==> src/rtl/uart_rx_cfg_pkg.sv <==
// Shared definitions for the configurable UART receiver: FSM state encoding,
// default bit timing, parity mode constants and the parity check helper.
package uart_rx_cfg_pkg;

  // Receiver frame states
  typedef enum logic [2:0] {
    ST_IDLE      = 3'd0,
    ST_START     = 3'd1,
    ST_DATA      = 3'd2,
    ST_PARITY    = 3'd3,
    ST_STOP      = 3'd4,
    ST_WAIT_IDLE = 3'd5
  } rx_state_e;

  // 10 MHz clock, 38400 baud
  localparam int unsigned DEFAULT_CLK_DIV = 260;

  localparam logic PARITY_MODE_EVEN = 1'b0;
  localparam logic PARITY_MODE_ODD  = 1'b1;

  // Data is zero-extended to 8 bits; the extra zeros do not change the XOR.
  function automatic logic parity_error(input logic [7:0] data,
                                        input logic       par_bit,
                                        input logic       odd);
    return (^data) ^ par_bit ^ odd;
  endfunction

endpackage

==> src/rtl/uart_rx_fifo.sv <==
// Synchronous output FIFO for received words. The head is visible
// combinationally; while empty the head output holds the last popped word.
module uart_rx_fifo #(
  parameter int unsigned WIDTH = 10,
  parameter int unsigned DEPTH = 4
) (
  input  logic                     clk,
  input  logic                     reset,
  input  logic                     push_i,
  input  logic [WIDTH-1:0]         push_data_i,
  input  logic                     pop_i,
  output logic [WIDTH-1:0]         head_o,
  output logic                     empty_o,
  output logic                     full_o,
  output logic                     drop_o,
  output logic [$clog2(DEPTH):0]   count_o
);

  localparam int unsigned PTR_W = $clog2(DEPTH);

  logic [PTR_W:0]   wr_ptr_q, wr_ptr_d;
  logic [PTR_W:0]   rd_ptr_q, rd_ptr_d;
  logic [WIDTH-1:0] last_q, last_d;
  logic [WIDTH-1:0] mem_q [DEPTH];
  logic             empty_s, full_s, do_push_s, do_pop_s;

  // Flags, accepted push/pop and next pointers; full+pop still accepts a push
  always_comb begin
    empty_s   = (wr_ptr_q == rd_ptr_q);
    full_s    = (wr_ptr_q[PTR_W] != rd_ptr_q[PTR_W]) &&
                (wr_ptr_q[PTR_W-1:0] == rd_ptr_q[PTR_W-1:0]);
    do_pop_s  = pop_i & ~empty_s;
    do_push_s = push_i & (~full_s | do_pop_s);
    if (do_push_s) begin
      wr_ptr_d = wr_ptr_q + {{PTR_W{1'b0}}, 1'b1};
    end else begin
      wr_ptr_d = wr_ptr_q;
    end
    if (do_pop_s) begin
      rd_ptr_d = rd_ptr_q + {{PTR_W{1'b0}}, 1'b1};
      last_d   = mem_q[rd_ptr_q[PTR_W-1:0]];
    end else begin
      rd_ptr_d = rd_ptr_q;
      last_d   = last_q;
    end
    if (empty_s) begin
      head_o = last_q;
    end else begin
      head_o = mem_q[rd_ptr_q[PTR_W-1:0]];
    end
  end

  assign empty_o = empty_s;
  assign full_o  = full_s;
  assign drop_o  = push_i & full_s & ~do_pop_s;
  assign count_o = wr_ptr_q - rd_ptr_q;

  // Pointer and held-head registers
  always_ff @(posedge clk) begin
    if (reset) begin
      wr_ptr_q <= '0;
      rd_ptr_q <= '0;
      last_q   <= '0;
    end else begin
      wr_ptr_q <= wr_ptr_d;
      rd_ptr_q <= rd_ptr_d;
      last_q   <= last_d;
    end
  end

  // Storage array write port
  always_ff @(posedge clk) begin
    if (do_push_s && !reset) begin
      mem_q[wr_ptr_q[PTR_W-1:0]] <= push_data_i;
    end
  end

endmodule

==> src/rtl/uart_rx_cfg.sv <==
// Configurable UART receiver: 2-flop line synchroniser, half-bit start
// validation, DATA_W data bits LSB first, optional parity, 1/2 checked stop
// bits, and an output FIFO with a valid/ready pop interface.
module uart_rx_cfg
  import uart_rx_cfg_pkg::*;
#(
  parameter int unsigned DATA_W     = 8,
  parameter int unsigned CLK_DIV    = DEFAULT_CLK_DIV,
  parameter int unsigned PARITY_EN  = 0,
  parameter int unsigned PARITY_ODD = 0,
  parameter int unsigned STOP_BITS  = 1,
  parameter int unsigned FIFO_DEPTH = 4
) (
  input  logic                          clk,
  input  logic                          reset,
  input  logic                          rx,
  output logic                          rx_busy,
  output logic                          rx_valid,
  output logic [DATA_W-1:0]             rx_data,
  output logic                          rx_perr,
  output logic                          rx_ferr,
  input  logic                          rx_ready,
  output logic                          overrun,
  input  logic                          err_clr,
  output logic [$clog2(FIFO_DEPTH):0]   fifo_count
);

  localparam int unsigned CNT_W  = $clog2(CLK_DIV + 1);
  localparam int unsigned WORD_W = DATA_W + 2;
  localparam logic [CNT_W-1:0] CNT_HALF = CNT_W'(CLK_DIV / 2);
  localparam logic [CNT_W-1:0] CNT_FULL = CNT_W'(CLK_DIV);
  localparam logic [3:0] LAST_DATA = 4'(DATA_W - 1);
  localparam logic [3:0] LAST_STOP = 4'(STOP_BITS - 1);
  localparam logic       ODD_MODE  = (PARITY_ODD != 0) ? PARITY_MODE_ODD : PARITY_MODE_EVEN;

  rx_state_e         state_q, state_d;
  logic              sync1_q, sync2_q, prev_q;
  logic [CNT_W-1:0]  cnt_q, cnt_d;
  logic [3:0]        bit_q, bit_d;
  logic [DATA_W-1:0] shift_q, shift_d;
  logic              perr_q, perr_d;
  logic              ferr_q, ferr_d;
  logic              push_q, push_d;
  logic [WORD_W-1:0] push_word_q, push_word_d;
  logic              overrun_q, overrun_d;
  logic              rx_s, fall_s, tick_s;
  logic              fifo_empty_s, fifo_full_s, fifo_drop_s;
  logic [WORD_W-1:0] head_s;

  assign rx_s   = sync2_q;
  assign fall_s = prev_q & ~sync2_q;
  assign tick_s = (cnt_q == CNT_W'(1));

  // Line synchroniser plus edge-detect history, preset to idle-high
  always_ff @(posedge clk) begin
    if (reset) begin
      sync1_q <= 1'b1;
      sync2_q <= 1'b1;
      prev_q  <= 1'b1;
    end else begin
      sync1_q <= rx;
      sync2_q <= sync1_q;
      prev_q  <= sync2_q;
    end
  end

  // Frame FSM and datapath state registers
  always_ff @(posedge clk) begin
    if (reset) begin
      state_q     <= ST_IDLE;
      cnt_q       <= '0;
      bit_q       <= 4'd0;
      shift_q     <= '0;
      perr_q      <= 1'b0;
      ferr_q      <= 1'b0;
      push_q      <= 1'b0;
      push_word_q <= '0;
      overrun_q   <= 1'b0;
    end else begin
      state_q     <= state_d;
      cnt_q       <= cnt_d;
      bit_q       <= bit_d;
      shift_q     <= shift_d;
      perr_q      <= perr_d;
      ferr_q      <= ferr_d;
      push_q      <= push_d;
      push_word_q <= push_word_d;
      overrun_q   <= overrun_d;
    end
  end

  // Next-state logic: bit timing, sampling, error capture and push request
  always_comb begin
    state_d     = state_q;
    bit_d       = bit_q;
    shift_d     = shift_q;
    perr_d      = perr_q;
    ferr_d      = ferr_q;
    push_d      = 1'b0;
    push_word_d = push_word_q;
    if (tick_s) begin
      cnt_d = CNT_FULL;
    end else begin
      cnt_d = cnt_q - CNT_W'(1);
    end

    case (state_q)
      ST_IDLE: begin
        if (fall_s) begin
          state_d = ST_START;
          cnt_d   = CNT_HALF;
        end else begin
          cnt_d   = cnt_q;
        end
      end
      ST_START: begin
        if (tick_s && !rx_s) begin
          state_d = ST_DATA;
          bit_d   = 4'd0;
          shift_d = '0;
          perr_d  = 1'b0;
          ferr_d  = 1'b0;
        end else if (tick_s) begin
          state_d = ST_IDLE;   // line went back high: glitch
        end else begin
          state_d = ST_START;
        end
      end
      ST_DATA: begin
        if (tick_s) begin
          shift_d = {rx_s, shift_q[DATA_W-1:1]};
          if (bit_q == LAST_DATA) begin
            bit_d   = 4'd0;
            state_d = (PARITY_EN != 0) ? ST_PARITY : ST_STOP;
          end else begin
            bit_d   = bit_q + 4'd1;
          end
        end else begin
          shift_d = shift_q;
        end
      end
      ST_PARITY: begin
        if (tick_s) begin
          perr_d  = parity_error(8'(shift_q), rx_s, ODD_MODE);
          bit_d   = 4'd0;
          state_d = ST_STOP;
        end else begin
          perr_d  = perr_q;
        end
      end
      ST_STOP: begin
        if (tick_s) begin
          ferr_d = ferr_q | ~rx_s;
          if (bit_q == LAST_STOP) begin
            push_d      = 1'b1;
            push_word_d = {ferr_q | ~rx_s, perr_q, shift_q};
            bit_d       = 4'd0;
            // A low final stop bit means a break: wait for the line to recover
            state_d     = rx_s ? ST_IDLE : ST_WAIT_IDLE;
          end else begin
            bit_d       = bit_q + 4'd1;
          end
        end else begin
          ferr_d = ferr_q;
        end
      end
      ST_WAIT_IDLE: begin
        cnt_d = cnt_q;
        if (rx_s) begin
          state_d = ST_IDLE;
        end else begin
          state_d = ST_WAIT_IDLE;
        end
      end
      default: begin
        state_d = ST_IDLE;
      end
    endcase
  end

  // Sticky overrun: a new drop wins over a simultaneous clear
  always_comb begin
    if (fifo_drop_s) begin
      overrun_d = 1'b1;
    end else if (err_clr) begin
      overrun_d = 1'b0;
    end else begin
      overrun_d = overrun_q;
    end
  end

  uart_rx_fifo #(
    .WIDTH (WORD_W),
    .DEPTH (FIFO_DEPTH)
  ) u_fifo (
    .clk         (clk),
    .reset       (reset),
    .push_i      (push_q),
    .push_data_i (push_word_q),
    .pop_i       (rx_ready),
    .head_o      (head_s),
    .empty_o     (fifo_empty_s),
    .full_o      (fifo_full_s),
    .drop_o      (fifo_drop_s),
    .count_o     (fifo_count)
  );

  assign rx_busy  = (state_q != ST_IDLE);
  assign rx_valid = ~fifo_empty_s;
  assign rx_data  = head_s[DATA_W-1:0];
  assign rx_perr  = head_s[DATA_W];
  assign rx_ferr  = head_s[DATA_W+1];
  assign overrun  = overrun_q;

  logic unused_s;
  assign unused_s = fifo_full_s;

endmodule
==> config.mk <==
export PLATFORM = sky130hd
export DESIGN_NAME = uart_rx_cfg
export DESIGN_NICKNAME = d
export VERILOG_FILES = /design/src/rtl/uart_rx_cfg_pkg.sv /design/src/rtl/uart_rx_fifo.sv /design/src/rtl/uart_rx_cfg.sv
export SDC_FILE = /design/constraint.sdc
export NUM_CORES = 1
export LEC_CHECK = 0
export BUFFER_PORTS_ARGS = -buffer_cell sky130_fd_sc_hd__buf_4
export CORE_MARGIN = 3
export CORE_UTILIZATION = 50
export DETAILED_ROUTE_END_ITERATION = 7
export PLACE_DENSITY_LB_ADDON = 0.1
export SYNTH_ARGS = -nofsm -noshare
export SYNTH_HDL_FRONTEND = slang
export SYNTH_SLANG_ARGS = --single-unit
export TNS_END_PERCENT = 1
==> constraint.sdc <==
create_clock -name clk -period 3.64 [get_ports clk]
set_input_delay 0 -clock clk [delete_from_list [all_inputs] [get_ports clk]]
set_output_delay 0 -clock clk [all_outputs]
set_load 0.05 [all_outputs]
==> impl_summary.txt, run 1 <==
----------------------------------------------------
[Run status]
  Status ... finished clean

[Worst setup path]
  Worst reg2reg path startpoint ... state_q[2]
  Reg-to-reg slack, setup ... 1480 ps
  Required time at the endpoint of the critical path ... approximately 3600 ps
  CP Data Arrival Time ... between 2000 and 2500 ps
  Standard cell with the maximum stage delay on the critical path ... sky130_fd_sc_hd__mux2_2
  Crit path capture type ... output pin
  Reg-to-Reg End ... push_word_q[9]
  CP Cell Sequence ... inv_1 -> ha_1 -> nand3_1 -> mux2_2 -> buf_4
  Path depth of the worst reg2reg path ... 5
  Critical-path maximum fanout ... 12
  Crit path kind ... reg2out
  Startpoint class of the critical path ... flip-flop
  Number of gates on the worst path with buffers counted ... 5
  Maximum single-stage delay on the critical path ... about 440 ps
  Crit path max-delay family ... multiplexers
  Number of buffer and inverter stages on the critical path ... 2

[CTS]
  Number of buffers between clock root and the deepest sink ... 2
  Clock root buffer ... sky130_fd_sc_hd__clkbuf_8
  CTS Sinks ... between 90 and 100
  Number of clock buffers inserted by TritonCTS ... 9
  TritonCTS clock tree ... built
  Number of H-tree levels ... 3
  Clock slew at reported path FFs ... roughly 90 ps
  Buffers inserted by post-CTS timing repair ... 0
  Worst-Skew Late Latency ... about 350 ps

[STA]
  Rel. slew slack ... ~50%
  Unrepaired setup endpoints after global routing ... no
  Worst-case clock skew ... around 11 ps
  Total Negative Setup Slacks ... 0 ps
  Count of final max-slew check failures ... 0
  Min Tclk post-route ... approximately 2200 ps
  Number of endpoints with negative hold slack in the final report ... 0
  Actual slew at the worst max-slew pin ... ~750 ps
  Fmax ... ~450 MHz
  Part of the cycle the worst path needs ... between 60% and 70%
  Number of failing setup endpoints in the final timing report ... 0

[Route]
  Number of violations reported at the end of detailed-routing iteration 0 ... 81
  Routed Antenna Nets ... 0
  Count of TritonRoute iterations in the first routing pass ... 4
  Final WL ... 7540 um
  DRC violations left ... 0
  Average wire length per cell after detail routing ... 14.2 um
  Detailed-route vias per instance ... roughly 5.4
  Vias after detailed routing ... roughly 2900

[Yosys]
  Synthesized cell area ... about 0.0044 mm^2
  Post-synthesis sequential area ratio ... 54.7%
  Top cell type by total area after synthesis ... sky130_fd_sc_hd__edfxtp_1
  Most common cell in the netlist ... sky130_fd_sc_hd__dfxtp_1
  Number of nets in the synthesized netlist ... around 420
  Post-synth top flop ... sky130_fd_sc_hd__dfxtp_1
  Yosys Warn Count ... 0
  Post-synthesis average cell area ... 10.7 um^2
  Area fraction of the dominant cell type after synthesis ... ~28%
  Commonest cells in the synthesized netlist ... sky130_fd_sc_hd__dfxtp_1, sky130_fd_sc_hd__nand2_1, sky130_fd_sc_hd__a21oi_1
  Synth top area cells ... sky130_fd_sc_hd__edfxtp_1, sky130_fd_sc_hd__dfxtp_1, sky130_fd_sc_hd__a21oi_1, sky130_fd_sc_hd__mux4_2, sky130_fd_sc_hd__nand2_1
  Post-synthesis register bit count ... approximately 100
  Cell variety after synth ... 48
  Number of enable-type register cells in the synthesized netlist ... 40
  Fraction of registers with async set/reset ... 0%
  Mapped Cells ... 407

[Placement]
  Placed wire-length estimate after detailed placement ... ~5400 um
  Area after DPL ... 0.00456 mm^2
  Cell total after placement ... ~510
  Number of I/O port buffers ... 20
  RePlAce Congestion ... roughly 0.74

[Floorplanning]
  Site Rows ... 33
  Horizontal die dimension ... between 90 and 100 um
  Core footprint ... between 0.008 and 0.009 mm^2
  Die ar. ... approximately 0.01 mm^2
  Boundary Pins ... 21
  Die Height ... about 100 um
  Initial cell density of the core ... a little over half

[Power and ir drop]
  IR Drop Worst-Case VDD ... around 0.22 mV
  Power Dens Cells ... between 400 and 500 mW/mm^2
  LEAKAGE ... around 1.7 nW
  Overall power consumption ... about 2.0 mW

[Layout]
  Antenna fix cells ... 0
  Final cell count without fillers ... 530
  Count of nets after finishing ... 437
  Area delta synth->final ... 9.63%
  Final instance area ... roughly 0.0048 mm^2
  Fraction of final layout cells with drive strength greater than 1 ... between 10% and 20%

[Worst hold path]
  Count of cells along the worst hold path ... 4
  Worst min-delay path category ... in2reg
  Hold path startpoint ... rx_ready
  Worst Hold Path EP ... overrun

[GRT]
  Gr ovfl total ... 0
  Largest net degree at the start of global routing ... 61
  Total routing usage reported by global routing ... between 10% and 20%
  Global-route wire length before repair ... between 10000 and 15000 um
  Via count of the first global-routing pass ... ~2800
  Antenna violations before repair ... 0

[Flow run]
  Number of max-capacitance violations reported ... 0

----------------------------------------------------
==> cells in the final DEF, fill, tap and decap left out, types with 4 or more instances in the layout <==
cell,Yosys,layout
sky130_fd_sc_hd__a21oi_1,49,49
sky130_fd_sc_hd__and2_1,4,4
sky130_fd_sc_hd__buf_4,0,22
sky130_fd_sc_hd__clkbuf_8,0,9
sky130_fd_sc_hd__dfxtp_1,59,59
sky130_fd_sc_hd__edfxtp_1,40,40
sky130_fd_sc_hd__ha_1,11,11
sky130_fd_sc_hd__inv_1,14,14
sky130_fd_sc_hd__mux2_2,11,11
sky130_fd_sc_hd__mux4_2,10,10
sky130_fd_sc_hd__nand2_1,58,58
sky130_fd_sc_hd__nand3_1,12,12
sky130_fd_sc_hd__nand3b_1,4,4
sky130_fd_sc_hd__nor2_1,24,24
sky130_fd_sc_hd__nor2b_1,5,5
sky130_fd_sc_hd__nor3_1,8,8
sky130_fd_sc_hd__o21ai_0,11,11
sky130_fd_sc_hd__or2_2,5,5
sky130_fd_sc_hd__or3_1,7,7
sky130_fd_sc_hd__xnor2_1,12,12
==> power by group <==
group          switching (mW)  internal (mW)  leakage [nW]
Sequential             0.0281           1.16         0.848
Clock                   0.363          0.322        0.0943
Combinational          0.0995         0.0680         0.713
Total                   0.490           1.55          1.66
==> per-layer routing <==
layer | part of all wire [%] | vias up | global-route usage, %
met5 | 0 | - | 0
met4 | 0.85 | 0 | 5.25
met3 | 3.3 | 5 | 3.86
met2 | 48 | 42 | 26.7
met1 | 47 | 1343 | 21.4
li1 | - | 1466 | -
==> worst min-delay path, stage by stage <==
cell                      delay [ps]
sky130_fd_sc_hd__buf_4           100
sky130_fd_sc_hd__nor3_1           60
sky130_fd_sc_hd__a21oi_1         140
sky130_fd_sc_hd__nor2_1           50
==> area by class of cell <==
cell class,count,area (um^2)
clock buffer,11,131
clock inverter,5,60.1
fill,732,3570
inverter,14,52.6
multi-input combinational,272,1830
sequential,99,2380
tap,105,131
timing repair buffer,24,185
==> flip-flops by register name (all words and copies together), names as in the netlist, 3 cells and up, named ones only <==
register and flops:
push_word_q 10, state_q 3, shift_q 8, cnt_q 9, u_fifo.wr_ptr_q 3, u_fifo.last_q 10, u_fifo.rd_ptr_q 3, bit_q 4
u_fifo.mem_q 40
==> worst max path at each step <==
stage                       startpoint                 end  slack [ps]
floorplan           u_fifo.rd_ptr_q[1]          rx_data[0]        1540
global placement    u_fifo.rd_ptr_q[1]  u_fifo.mem_q[0][4]        1540
detailed placement  u_fifo.wr_ptr_q[0]  u_fifo.mem_q[0][3]        1460
CTS                 u_fifo.wr_ptr_q[0]          rx_data[3]        1360
global route        u_fifo.wr_ptr_q[0]          rx_data[1]        1280
finish              u_fifo.wr_ptr_q[0]          rx_data[3]        1400
==> per-stage QoR <==
step / hold WS [ps] / setup WS (ps) / utilization (%)
detailed placement: 190 / 1460 / 54.7
floorplan: 104 / 1540 / -
global route: 35.4 / 1280 / 57.2
finish: 40.8 / 1400 / 57.2
global placement: 189 / 1540 / 54.7
CTS: 28.7 / 1360 / 57.2
==> cell families after synthesis <==
logic type | count (synthesis) | synth area share (%)
fa+ha+maj | 12 | 3.62
flops | 99 | 54.7
simple gates | 146 | 17.1
mux | 24 | 8.71
buf+inv | 36 | 3.25
compound gates | 75 | 9.60
xor+xnor | 15 | 3.02
==> timing repair <==
item	in CTS	in global routing
endpoints found under the hold margin	2	0
hold buffers	2	0
resized for setup	0	0
setup endpoints to repair	0	0
Note: power is estimated with default switching activity, not from simulation.
==> run 2, diff against run 1 <==
clock period = 2.1 ns   (was 3.64 ns; I/O delays follow)
==> run 2 against run 1 <==
Non-clock buffer count grew 19; sequential share of layout area shrank 2.0 points; via count grew 2.5%; worst hold slack gained 92 ps.
==> impl_summary.txt, run 2 (same netlist as run 1, synthesis figures left out) <==
----------------------------------------------------
[Power and ir drop]
  LEAKAGE ... around 1.8 nW
  Power Dens Cells ... ~750 mW/mm^2
  IR Drop Worst-Case VDD ... between 0.3 and 0.4 mV

[CTS]
  Buffers inserted by post-CTS timing repair ... 0
  CTS Sinks ... approximately 100
  TritonCTS clock tree ... built
  Number of clock buffers inserted by TritonCTS ... 9
  Number of H-tree levels ... 3
  Number of buffers between clock root and the deepest sink ... 2
  Worst-Skew Late Latency ... about 350 ps
  Clock root buffer ... sky130_fd_sc_hd__clkbuf_8
  Clock slew at reported path FFs ... 100 ps

[Placement]
  Placed wire-length estimate after detailed placement ... 5510 um
  RePlAce Congestion ... about 0.8
  Cell total after placement ... 531
  Number of I/O port buffers ... 20

[Route]
  Count of TritonRoute iterations in the first routing pass ... 4
  Routed Antenna Nets ... 0
  Number of violations reported at the end of detailed-routing iteration 0 ... between 90 and 100
  Vias after detailed routing ... just under 3000
  Detailed-route vias per instance ... around 5.3
  DRC violations left ... 0
  Average wire length per cell after detail routing ... 14.3 um
  Final WL ... roughly 8000 um

[Flow run]
  Number of max-capacitance violations reported ... 0

[Floorplanning]
  Boundary Pins ... 21
  Die ar. ... a little under 0.01 mm^2
  Site Rows ... 33
  Core footprint ... around 0.0083 mm^2
  Die Height ... slightly below 100 um
  Initial cell density of the core ... between 50% and 60%
  Horizontal die dimension ... between 90 and 100 um

[STA]
  Number of endpoints with negative hold slack in the final report ... 0
  Part of the cycle the worst path needs ... approximately 95%
  Count of final max-slew check failures ... 0
  Fmax ... ~500 MHz
  Total Negative Setup Slacks ... 0 ps
  Actual slew at the worst max-slew pin ... around 640 ps
  Worst-case clock skew ... 8.71 ps
  Number of failing setup endpoints in the final timing report ... 0
  Min Tclk post-route ... between 2000 and 2500 ps
  Rel. slew slack ... 57.4%

[Worst setup path]
  Critical-path maximum fanout ... 12
  Maximum single-stage delay on the critical path ... 370 ps
  Required time at the endpoint of the critical path ... 2100 ps
  Crit path capture type ... output pin
  Startpoint class of the critical path ... flip-flop
  Standard cell with the maximum stage delay on the critical path ... sky130_fd_sc_hd__dfxtp_1
  CP Data Arrival Time ... around 2000 ps
  Crit path kind ... reg2out
  CP Cell Sequence ... inv_1 -> ha_1 -> nand3_1 -> buf_6 -> mux2_2 -> buf_4

[Layout]
  Highest-count cells in the layout ignoring fill and taps ... sky130_fd_sc_hd__nand2_1, sky130_fd_sc_hd__dfxtp_1, sky130_fd_sc_hd__a21oi_1
  Final cell count without fillers ... 549
  Count of nets after finishing ... about 460
  Area delta synth->final ... 14.3%
  Antenna fix cells ... 0
  Fraction of final layout cells with drive strength greater than 1 ... 21.6%
  Max reg flops ... 40

[GRT]
  Gr ovfl total ... 0
  Total routing usage reported by global routing ... 17.0%
  Antenna violations before repair ... 0
  Global-route wire length before repair ... 13600 um
  Largest net degree at the start of global routing ... just over 60
  Via count of the first global-routing pass ... just under 3000

[Run status]
  Status ... finished clean

[Worst hold path]
  Worst min-delay path category ... in2reg

----------------------------------------------------
[run 2: worst paths after layout]
| path | startpoint | endpoint | slack (ps) | cells past startpoint |
|---|---|---|---|---|
| setup / recovery | u_fifo.wr_ptr_q[0] | rx_data[7] | 100 | 6 |
| hold / removal | rx_ready | u_fifo.rd_ptr_q[0] | 130 | 5 |
| setup reg to reg | u_fifo.wr_ptr_q[0] | u_fifo.mem_q[1][8] | 110 | 8 |
| hold reg to reg | sync1_q | rx_s | 420 | 1 |
[run 2: power by group]
part | switching, mW | internal [mW] | total [mW]
combinational | 0.181 | 0.135 | 0.317
clock | 0.672 | 0.684 | 1.36
sequential | 0.0496 | 2.01 | 2.06
[run 2: final cells by class]
cell class | count | area, um^2
clock buffer | 9 | 124
clock inverter | 7 | 100
fill | 699 | 3360
inverter | 14 | 52.6
multi-input combinational | 272 | 1850
sequential | 99 | 2380
tap | 105 | 131
timing repair buffer | 43 | 332
[run 2: per-layer routing]
metal / track usage [%] / wire length, um
met5: 0 / 0
met4: 6.51 / 89
met3: 3.23 / 215
met2: 27.5 / 3830
met1: 22.8 / 3730
[run 2: critical path: cells and delay by family, from the launching register on]
family,cells,cell delay (ps)
DFF,1,370
buffers and inverters,3,470
adders and majority gates,1,340
and+or+nand+nor,1,110
muxes,1,350
[run 2: what timing repair did]
item | in CTS | in global routing
hold buffers | 2 | 0
setup endpoints to repair | 0 | 53
resized for setup | 0 | 7
endpoints found under the hold margin | 2 | 0
[run 2: through the flow]
step           total power, mW  setup slack [ps]  area, um^2  utilization [%]  hold WS, ps
6_report                  3.74              98.1        4980             59.7          132
5_1_grt                   3.90             -1.28        4980             59.7          131
4_1_cts                   3.77              46.0        4950             59.3          113
3_5_place_dp              2.42               143        4700             56.4          191
3_3_place_gp              2.41               200        4700             56.4          187
2_1_floorplan             2.33              8.86        4360                -          104
